`config.mk`:
```
export PLATFORM = sky130hd
export DESIGN_NAME = axis_rgb_packer_flat
export DESIGN_NICKNAME = d
export VERILOG_FILES = /design/src/rtl/axis_rgb_packer_pkg.sv /design/src/rtl/axis_rgb_packer_if.sv /design/src/rtl/axis_rgb_packer_out_reg.sv /design/src/rtl/axis_rgb_packer.sv /design/src/flat_wrapper.sv
export SDC_FILE = /design/constraint.sdc
export NUM_CORES = 1
export LEC_CHECK = 0
export ABC_AREA = 1
export CORE_ASPECT_RATIO = 1.5
export CORE_MARGIN = 3
export CORE_UTILIZATION = 32
export DETAILED_ROUTE_END_ITERATION = 8
export GPL_TIMING_DRIVEN = 0
export HOLD_SLACK_MARGIN = 0.05
export PLACE_DENSITY = 0.57
export SYNTH_ARGS = -nofsm -noshare
export SYNTH_HDL_FRONTEND = slang
export SYNTH_SLANG_ARGS = --single-unit
```
`constraint.sdc`:
```
create_clock -name clk -period 4 [get_ports clk]
set_input_delay 0.6 -clock clk [delete_from_list [all_inputs] [get_ports clk]]
set_output_delay 0.6 -clock clk [all_outputs]
set_load 0.005 [all_outputs]
```
`src/rtl/axis_rgb_packer_pkg.sv`:
```
// Shared types and helpers for the RGB888 dense packer: widths, FSM states,
// and the lane-keep / flush-word builders used on a partial final word.
package axis_rgb_pkg;

    localparam int PIX_W  = 24;
    localparam int WORD_W = 32;
    localparam int KEEP_W = 4;

    typedef enum logic {
        RUN   = 1'b0,
        FLUSH = 1'b1
    } state_t;

    function automatic logic [KEEP_W-1:0] keep_from_cnt(input logic [1:0] cnt);
        logic [KEEP_W-1:0] keep;
        case (cnt)
            2'd1:    keep = 4'h1;
            2'd2:    keep = 4'h3;
            2'd3:    keep = 4'h7;
            default: keep = 4'h0;
        endcase
        return keep;
    endfunction

    // Residual bytes fill the low lanes; lanes beyond the residue carry the pad value.
    function automatic logic [WORD_W-1:0] flush_word(input logic [PIX_W-1:0] res,
                                                     input logic [1:0]       cnt,
                                                     input logic [7:0]       pad);
        logic [WORD_W-1:0] ext;
        logic [WORD_W-1:0] word;
        logic [KEEP_W-1:0] keep;
        ext  = {8'h00, res};
        keep = keep_from_cnt(cnt);
        word = 32'h0000_0000;
        for (int i = 0; i < KEEP_W; i++) begin
            if (keep[i]) begin
                word[8*i +: 8] = ext[8*i +: 8];
            end else begin
                word[8*i +: 8] = pad;
            end
        end
        return word;
    endfunction

endpackage

```
`src/rtl/axis_rgb_packer_if.sv`:
```
// AXI-Stream bundles for the packer: 24-bit pixel stream in, 32-bit packed
// word stream (with byte keep) out.
interface axis_pix_if;
    import axis_rgb_pkg::*;

    logic [PIX_W-1:0] tdata;
    logic             tvalid;
    logic             tlast;
    logic             tready;

    modport master (output tdata, output tvalid, output tlast, input tready);
    modport slave  (input tdata, input tvalid, input tlast, output tready);
endinterface

interface axis_word_if;
    import axis_rgb_pkg::*;

    logic [WORD_W-1:0] tdata;
    logic [KEEP_W-1:0] tkeep;
    logic              tvalid;
    logic              tlast;
    logic              tready;

    modport master (output tdata, output tkeep, output tvalid, output tlast, input tready);
    modport slave  (input tdata, input tkeep, input tvalid, input tlast, output tready);
endinterface

```
`src/rtl/axis_rgb_packer_out_reg.sv`:
```
// Single-entry output holding register: accepts a word only when empty or
// draining this cycle, and keeps all fields stable while stalled.
module axis_out_reg
    import axis_rgb_pkg::*;
(
    input  logic              clk,
    input  logic              reset,
    input  logic              load,
    input  logic [WORD_W-1:0] load_data,
    input  logic [KEEP_W-1:0] load_keep,
    input  logic              load_last,
    output logic              free,
    axis_word_if.master       m
);

    logic              valid_q, valid_d;
    logic [WORD_W-1:0] data_q,  data_d;
    logic [KEEP_W-1:0] keep_q,  keep_d;
    logic              last_q,  last_d;

    assign free = !valid_q || m.tready;

    // Next contents of the output register.
    always_comb begin
        valid_d = valid_q;
        data_d  = data_q;
        keep_d  = keep_q;
        last_d  = last_q;
        if (load && free) begin
            valid_d = 1'b1;
            data_d  = load_data;
            keep_d  = load_keep;
            last_d  = load_last;
        end else if (m.tready) begin
            valid_d = 1'b0;
        end else begin
            valid_d = valid_q;
        end
    end

    // Output register state.
    always_ff @(posedge clk) begin
        if (reset) begin
            valid_q <= 1'b0;
            data_q  <= 32'h0000_0000;
            keep_q  <= 4'h0;
            last_q  <= 1'b0;
        end else begin
            valid_q <= valid_d;
            data_q  <= data_d;
            keep_q  <= keep_d;
            last_q  <= last_d;
        end
    end

    assign m.tvalid = valid_q;
    assign m.tdata  = data_q;
    assign m.tkeep  = keep_q;
    assign m.tlast  = last_q;

endmodule

```
`src/rtl/axis_rgb_packer.sv`:
```
// Packs 24-bit pixels densely into 32-bit words (4 pixels -> 3 words) and
// flushes a padded, keep-marked partial word at the end of each packet.
module axis_rgb_packer
    import axis_rgb_pkg::*;
#(
    parameter logic [7:0] PAD_BYTE = 8'h00,
    parameter bit         SWAP_RB  = 1'b0
) (
    input  logic        clk,
    input  logic        reset,
    axis_pix_if.slave   in_AXIS,
    axis_word_if.master out_AXIS
);

    state_t            state_q,   state_d;
    logic [PIX_W-1:0]  res_q,     res_d;
    logic [1:0]        res_cnt_q, res_cnt_d;

    logic [PIX_W-1:0]  pix_s;
    logic              free_s;
    logic              ready_s;
    logic              load_s;
    logic [WORD_W-1:0] word_s;
    logic [KEEP_W-1:0] keep_s;
    logic              last_s;

    assign pix_s = SWAP_RB ? {in_AXIS.tdata[7:0], in_AXIS.tdata[15:8], in_AXIS.tdata[23:16]}
                           : in_AXIS.tdata;

    assign ready_s        = (state_q == RUN) && free_s;
    assign in_AXIS.tready = ready_s;

    // Pack/residual datapath and RUN/FLUSH next-state logic.
    always_comb begin
        state_d   = state_q;
        res_d     = res_q;
        res_cnt_d = res_cnt_q;
        load_s    = 1'b0;
        word_s    = 32'h0000_0000;
        keep_s    = 4'h0;
        last_s    = 1'b0;
        case (state_q)
            RUN: begin
                if (in_AXIS.tvalid && ready_s) begin
                    keep_s = 4'hF;
                    case (res_cnt_q)
                        2'd0: begin
                            res_d     = pix_s;
                            res_cnt_d = 2'd3;
                        end
                        2'd3: begin
                            load_s    = 1'b1;
                            word_s    = {pix_s[7:0], res_q};
                            res_d     = {8'h00, pix_s[23:8]};
                            res_cnt_d = 2'd2;
                        end
                        2'd2: begin
                            load_s    = 1'b1;
                            word_s    = {pix_s[15:0], res_q[15:0]};
                            res_d     = {16'h0000, pix_s[23:16]};
                            res_cnt_d = 2'd1;
                        end
                        default: begin
                            load_s    = 1'b1;
                            word_s    = {pix_s, res_q[7:0]};
                            res_d     = 24'h00_0000;
                            res_cnt_d = 2'd0;
                        end
                    endcase
                    // A packet ending mid-word finishes with a flush; otherwise its last word carries tlast.
                    if (in_AXIS.tlast && (res_cnt_d == 2'd0)) begin
                        last_s = 1'b1;
                    end else if (in_AXIS.tlast) begin
                        state_d = FLUSH;
                    end else begin
                        last_s = 1'b0;
                    end
                end else begin
                    load_s = 1'b0;
                end
            end
            FLUSH: begin
                if (free_s) begin
                    load_s    = 1'b1;
                    word_s    = flush_word(res_q, res_cnt_q, PAD_BYTE);
                    keep_s    = keep_from_cnt(res_cnt_q);
                    last_s    = 1'b1;
                    res_d     = 24'h00_0000;
                    res_cnt_d = 2'd0;
                    state_d   = RUN;
                end else begin
                    load_s = 1'b0;
                end
            end
            default: begin
                state_d = RUN;
            end
        endcase
    end

    // FSM and residue registers.
    always_ff @(posedge clk) begin
        if (reset) begin
            state_q   <= RUN;
            res_q     <= 24'h00_0000;
            res_cnt_q <= 2'd0;
        end else begin
            state_q   <= state_d;
            res_q     <= res_d;
            res_cnt_q <= res_cnt_d;
        end
    end

    axis_out_reg u_out_reg (
        .clk       (clk),
        .reset     (reset),
        .load      (load_s),
        .load_data (word_s),
        .load_keep (keep_s),
        .load_last (last_s),
        .free      (free_s),
        .m         (out_AXIS)
    );

endmodule
```
`src/flat_wrapper.sv`:
```
// flat-port wrapper written by rule: the top's interface ports become plain ports
module axis_rgb_packer_flat import axis_rgb_pkg::*;
#(
    parameter logic [7:0] PAD_BYTE = 8'h00,
    parameter bit         SWAP_RB  = 1'b0
)
  (clk, reset, in_AXIS_tdata, in_AXIS_tvalid, in_AXIS_tlast, in_AXIS_tready, out_AXIS_tdata, out_AXIS_tkeep, out_AXIS_tvalid, out_AXIS_tlast, out_AXIS_tready);
  axis_pix_if in_AXIS_i ();
  axis_word_if out_AXIS_i ();
  input  logic clk;
  input  logic reset;
  input wire logic [$bits(in_AXIS_i.tdata)-1:0] in_AXIS_tdata;
  input wire logic [$bits(in_AXIS_i.tvalid)-1:0] in_AXIS_tvalid;
  input wire logic [$bits(in_AXIS_i.tlast)-1:0] in_AXIS_tlast;
  output wire logic [$bits(in_AXIS_i.tready)-1:0] in_AXIS_tready;
  output wire logic [$bits(out_AXIS_i.tdata)-1:0] out_AXIS_tdata;
  output wire logic [$bits(out_AXIS_i.tkeep)-1:0] out_AXIS_tkeep;
  output wire logic [$bits(out_AXIS_i.tvalid)-1:0] out_AXIS_tvalid;
  output wire logic [$bits(out_AXIS_i.tlast)-1:0] out_AXIS_tlast;
  input wire logic [$bits(out_AXIS_i.tready)-1:0] out_AXIS_tready;
  assign in_AXIS_i.tdata = in_AXIS_tdata;
  assign in_AXIS_i.tvalid = in_AXIS_tvalid;
  assign in_AXIS_i.tlast = in_AXIS_tlast;
  assign in_AXIS_tready = in_AXIS_i.tready;
  assign out_AXIS_tdata = out_AXIS_i.tdata;
  assign out_AXIS_tkeep = out_AXIS_i.tkeep;
  assign out_AXIS_tvalid = out_AXIS_i.tvalid;
  assign out_AXIS_tlast = out_AXIS_i.tlast;
  assign out_AXIS_i.tready = out_AXIS_tready;
  axis_rgb_packer #(.PAD_BYTE(PAD_BYTE), .SWAP_RB(SWAP_RB)) u_core (.clk(clk), .reset(reset), .in_AXIS(in_AXIS_i), .out_AXIS(out_AXIS_i));
endmodule
```
# After elaboration in Yosys (flattened, before gate mapping)
# Index checks and enable logic that the tools add are counted.
[totals] ff_bits=65 word_cells=60
[op_classes] n_eq_ne=5 muxes=37 bitwise_logic=1 n_reduce_logical=10
[ops] operator="$pmux 32 s3" n=1
[ops] operator="$mux 24" n=3
[ops] operator="$pmux 24 s3" n=1
[ops] operator="$pmux 32 s2" n=1
[ops] operator="$pmux 24 s2" n=1
[ops] operator="$mux 32" n=1
[ops] operator="$mux 8" n=3
[ops] operator="$mux 1" n=11
[ops] operator="$pmux 3 s3" n=1
[ops] operator="$mux 2" n=4
[ops] operator="$mux 4" n=2
[ops] operator="$pmux 4 s2" n=1
[ops] operator="$mux 3" n=2
[ops] operator="$pmux 1 s2" n=3
[ops] operator="$pmux 2 s3" n=1
[ops] operator="$eq 2x2->1 const B" n=2
[ops] operator="$logic_and 1x1->1" n=4
[ops] operator="$logic_not 2->1" n=2
[ops] operator="$ne 2x2->1 const B" n=2
[ops] operator="$pmux 2 s2" n=1
[ops] operator="$eq 2x1->1 const B" n=1
[ops] operator="$reduce_and 2->1" n=1
[ops] operator="$reduce_bool 2->1" n=1
[ops] operator="$logic_not 1->1" n=1
[ops] operator="other kinds (2)" n=2

# Logic depth before layout (Yosys ltp)
[logic_depth] word_depth=11 mapped_depth=13

# Cells and area by module
# Synthesis repeated with hierarchy kept, for this count alone.
[unflattened] cells_unflattened=612 hier_area_um2=3948.8
[by_module_without_submodules] module="axis_rgb_packer" instances=1 cells_each=365 area_each_um2=2122.0 seq_area_each_um2=540.5
[by_module_without_submodules] module="axis_out_reg" instances=1 cells_each=247 area_each_um2=1826.8 seq_area_each_um2=760.7

# Least setup slack after synthesis
# Ideal clock, no wire load.
[synth_path] path_kind="input -> output" from="input port out_AXIS_tready" to="output port in_AXIS_tready" arrival_ns=0.936 required_time_ns=3.400 path_slack_ns=2.464 cell_stages=4 n_path_buf=0 cell_sequence="inv_1 nand2_2 nand2_1 inv_1"
[synth_via] elab_chain_cells=2
[synth_rtl] item="from (decl)" line_no="flat_wrapper.sv:20" source="input wire logic [$bits(out_AXIS_i.tready)-1:0] out_AXIS_tready;"
[synth_rtl] item="$logic_or 1x1->1" line_no="axis_rgb_packer_out_reg.sv:21" source="assign free = !valid_q || m.tready;"
[synth_rtl] item="$logic_and 1x1->1" line_no="axis_rgb_packer.sv:30" source="assign ready_s = (state_q == RUN) && free_s;"
[synth_rtl] item="to (decl)" line_no="flat_wrapper.sv:15" source="output wire logic [$bits(in_AXIS_i.tready)-1:0] in_AXIS_tready;"
# No other way between the ends.

# Worst setup path after layout
# Ends and elaborated chain as after synthesis.

==> out/metrics.yaml <==
final_layout:
  syn_to_final_growth_pct: 30.2
  diodes: 0
  nets: 701
  final_util_pct: 43.2
  drive_gt1_share_pct: 9.09
  fillers: 1182
synth:
  synth_seq_cells: 65
  netlist_area_um2: 3680
  synth_top_family_by_area: "simple AND/OR/NAND/NOR gates"
  async_reset_ff_share_pct: 0
  synth_compound_area_share_pct: 13.3
  synth-edff-count: 0
  synthTopCellsByArea: "dfxtp_1 (35%), nand2_1 (17%), nor2_1 (9.0%)"
  yosys_warnings: 0
  ys_seq_area_share_pct: 35.3
  synthesis.area_per_instance_um2: 6.26
  muxShareOfSynthArea_pct: 0
  syn_nets: 623
  syn_inst: 589
  synth_cell_types: 28
  synth_top_cell_by_area: "dfxtp_1"
  synth_top_area_share_pct: 35.3
  synthAdderAreaFrac_pct: 1.70
  synthFlopType: "dfxtp_1"
  synthXorXnorAreaFrac_pct: 0
  synthSimpleGateAreaFrac_pct: 40.2
power_and_ir_drop:
  p_seq_share_pct: 36.3
  power.internal_mw: 1.41
  power.switching_mw: 0.689
  switching_share_pct: 32.8
  comb_power_share_pct: 29.4
  p_leak_nw: 2.00
  vdd_ir_drop_max_mv: 0.205
  p_clk_share_pct: 34.3
  power_density_nw_per_um2: 437
grt:
  grt_max_degree: 11
  use_met1_pct: 25.3
  antenna_found_initial: 0
  grt.busiest_layer: "met2"
  grtUsageTotal_pct: 22.1
  grt.met3_usage_pct: 4.64
  grt-ovfl-total: 0
  grt_pass1_vias: 4068
  grt_pass1_wl_um: 21400
  gr-usage-met2_pct: 37.3
clock_tree:
  clk-insertion-delay-late_ps: 340
  clock_path_buffers: 2
  clk_pin_slew_ps: 50
  post_cts_buffers: 0
  cts_num_sinks: 65
  cts-root-buf: "clkbuf_16"
  holdBufCountCts: 0
  htree_levels: 3
  cts_tree: "done"
  cts_resized: 0
  cts_buffers: 9
floorplanning:
  die_h_um: 137
  initial_utilization_pct: 33.2
  die-area_um2: 12900
  core_um2: 11100
  ioPinCount: 68
  num_rows: 47
  die_w_um: 93.6
place:
  dp_hpwl_um: 10200
  port_buffers: 67
  gp_congestion: 0.944
setup_path:
  cp.required_ps: 3400
  cp-start-kind: "input port"
  cp.arrival_ps: 1990
  path_max_fanout: 7
  crit_chain: "clkdlybuf4s50_1, inv_1, nand2_2, nand2_1, inv_1, clkdlybuf4s50_1"
  critPathMaxStageDelay_ps: 490
  endpoint_kind: "output port"
  critical_path_class: "in2out"
  cp_slowest_cell: "clkdlybuf4s50_1"
detailed_routing:
  first_pass_iters: 5
  wl_um: 13500
  num_vias: 4179
  drt-wirelength-per-cell_um: 16.5
  drtAntennaViolNets: 0
  drc: 0
  routed_via_density: 5.11
  detail_route.iter0.violations: 311
timing:
  drv_slew: 0
  setup_viol: 0
  min_period_ps: 2590
  fin_crit_sh_pct: 64.7
  fin_skew_ps: 6.38
  rsz0062_at_grt: "no"
  worst_slew_pin_slew_ps: 629
  slew-limit-headroom_pct: 58.1
  max_freq_mhz: 386
  finalHoldViolations: 0
  setup_tns_ps: 0
status:
  outcome: "completed"
min_path:
  worstHoldPathType: "reg2reg"
job:
  drv_cap: 0
routing by layer:
| metal | vias to the layer above | part of all wire [%] |
|---|---|---|
| met4 | 0 | 5.3 |
| met2 | 155 | 49 |
| li1 | 2056 | - |
| met1 | 1931 | 40 |
| met5 | - | 0 |
| met3 | 37 | 5.7 |
final timing paths:
kind                                 from                           end  slack [ps]  cells past startpoint
max reg2reg           u_core.res_cnt_q[1]  u_core.u_out_reg.m.tdata[28]        2090                      8
min reg2reg  u_core.u_out_reg.m.tdata[29]  u_core.u_out_reg.m.tdata[29]         470                      2
max                       out_AXIS_tready                in_AXIS_tready        1410                      6
min          u_core.u_out_reg.m.tdata[29]  u_core.u_out_reg.m.tdata[29]         470                      2
registers in the layout, summed over array words and instances, names as in the netlist:
register,flops
u_core.u_out_reg.m.tdata,32
u_core.u_out_reg.m.tlast,1
u_core.res_q,24
u_core.res_cnt_q,2
u_core.u_out_reg.m.tvalid,1
u_core.state_q,1
u_core.u_out_reg.m.tkeep,4
synth_stat cells, types with 7 or more instances:
| master | count |
|---|---|
| nand4_1 | 9 |
| nand2_1 | 171 |
| o211ai_1 | 8 |
| nor2_1 | 88 |
| or2_2 | 7 |
| buf_2 | 24 |
| nor3_1 | 8 |
| clkbuf_1 | 8 |
| dfxtp_1 | 65 |
| a21oi_1 | 53 |
| o21ai_0 | 23 |
| nand3_1 | 60 |
| inv_1 | 30 |
per-stage QoR:
stage / total power, mW / setup WS [ps] / area (µm²) / std cells / hold WS (ps)
finish: 2.10 / 1410 / 4800 / 818 / 466
global route: 2.21 / 1310 / 4800 / 818 / 484
CTS: 2.10 / 1400 / 4800 / 818 / 466
detailed placement: 1.39 / 1400 / 4540 / 803 / 455
global placement: 1.38 / 1430 / 4540 / 803 / 452
floorplan: 1.13 / 2460 / 3680 / 589 / 444
kinds of logic after synthesis:
group                    count (synthesis)
adder cells (fa/ha/maj)                  5
AND/OR/NAND/NOR                        352
buffers and inverters                   75
flip-flops                              65
AO/OA/AOI/OAI                           92
power groups by stage:
stage	Clock (mW)	Sequential [mW]	Combinational, mW
2_1_floorplan	0	0.770	0.356
3_3_place_gp	0	0.772	0.609
3_5_place_dp	0	0.774	0.614
4_1_cts	0.726	0.761	0.616
5_1_grt	0.754	0.770	0.691
6_report	0.719	0.761	0.618
final cells by class:
class                      count  area, µm²  share of cell area [%]
clock buffer                  15        258                    5.37
timing repair buffer          67        671                    14.0
multi-input combinational    449       2030                    42.4
buffer                        41        218                    4.54
sequential                    65       1300                    27.1
tap                          147        184                    3.83
inverter                      34        133                    2.76
worst max-delay path: cells and delay by family:
kind | cells | cell delay, ps
buffers and inverters | 4 | 1070
and+or+nand+nor | 2 | 310
layout by cell type (no fill, tap or decap), types with 3 or more instances in the layout:
cell type        instances
buf_4                    5
clkbuf_1                13
nand4_1                  9
nor2_1                  88
nand3_1                 60
or2_2                    7
inv_1                   30
clkbuf_16                9
o211ai_1                 8
ha_1                     5
nand2_2                  3
o21ai_0                 23
clkdlybuf4s50_1         67
nor3_1                   8
o21ai_1                  4
dfxtp_1                 65
buf_2                   24
nand2_1                171
nor2_2                   4
a21oi_1                 53
Power figures use the tool's default switching activity.
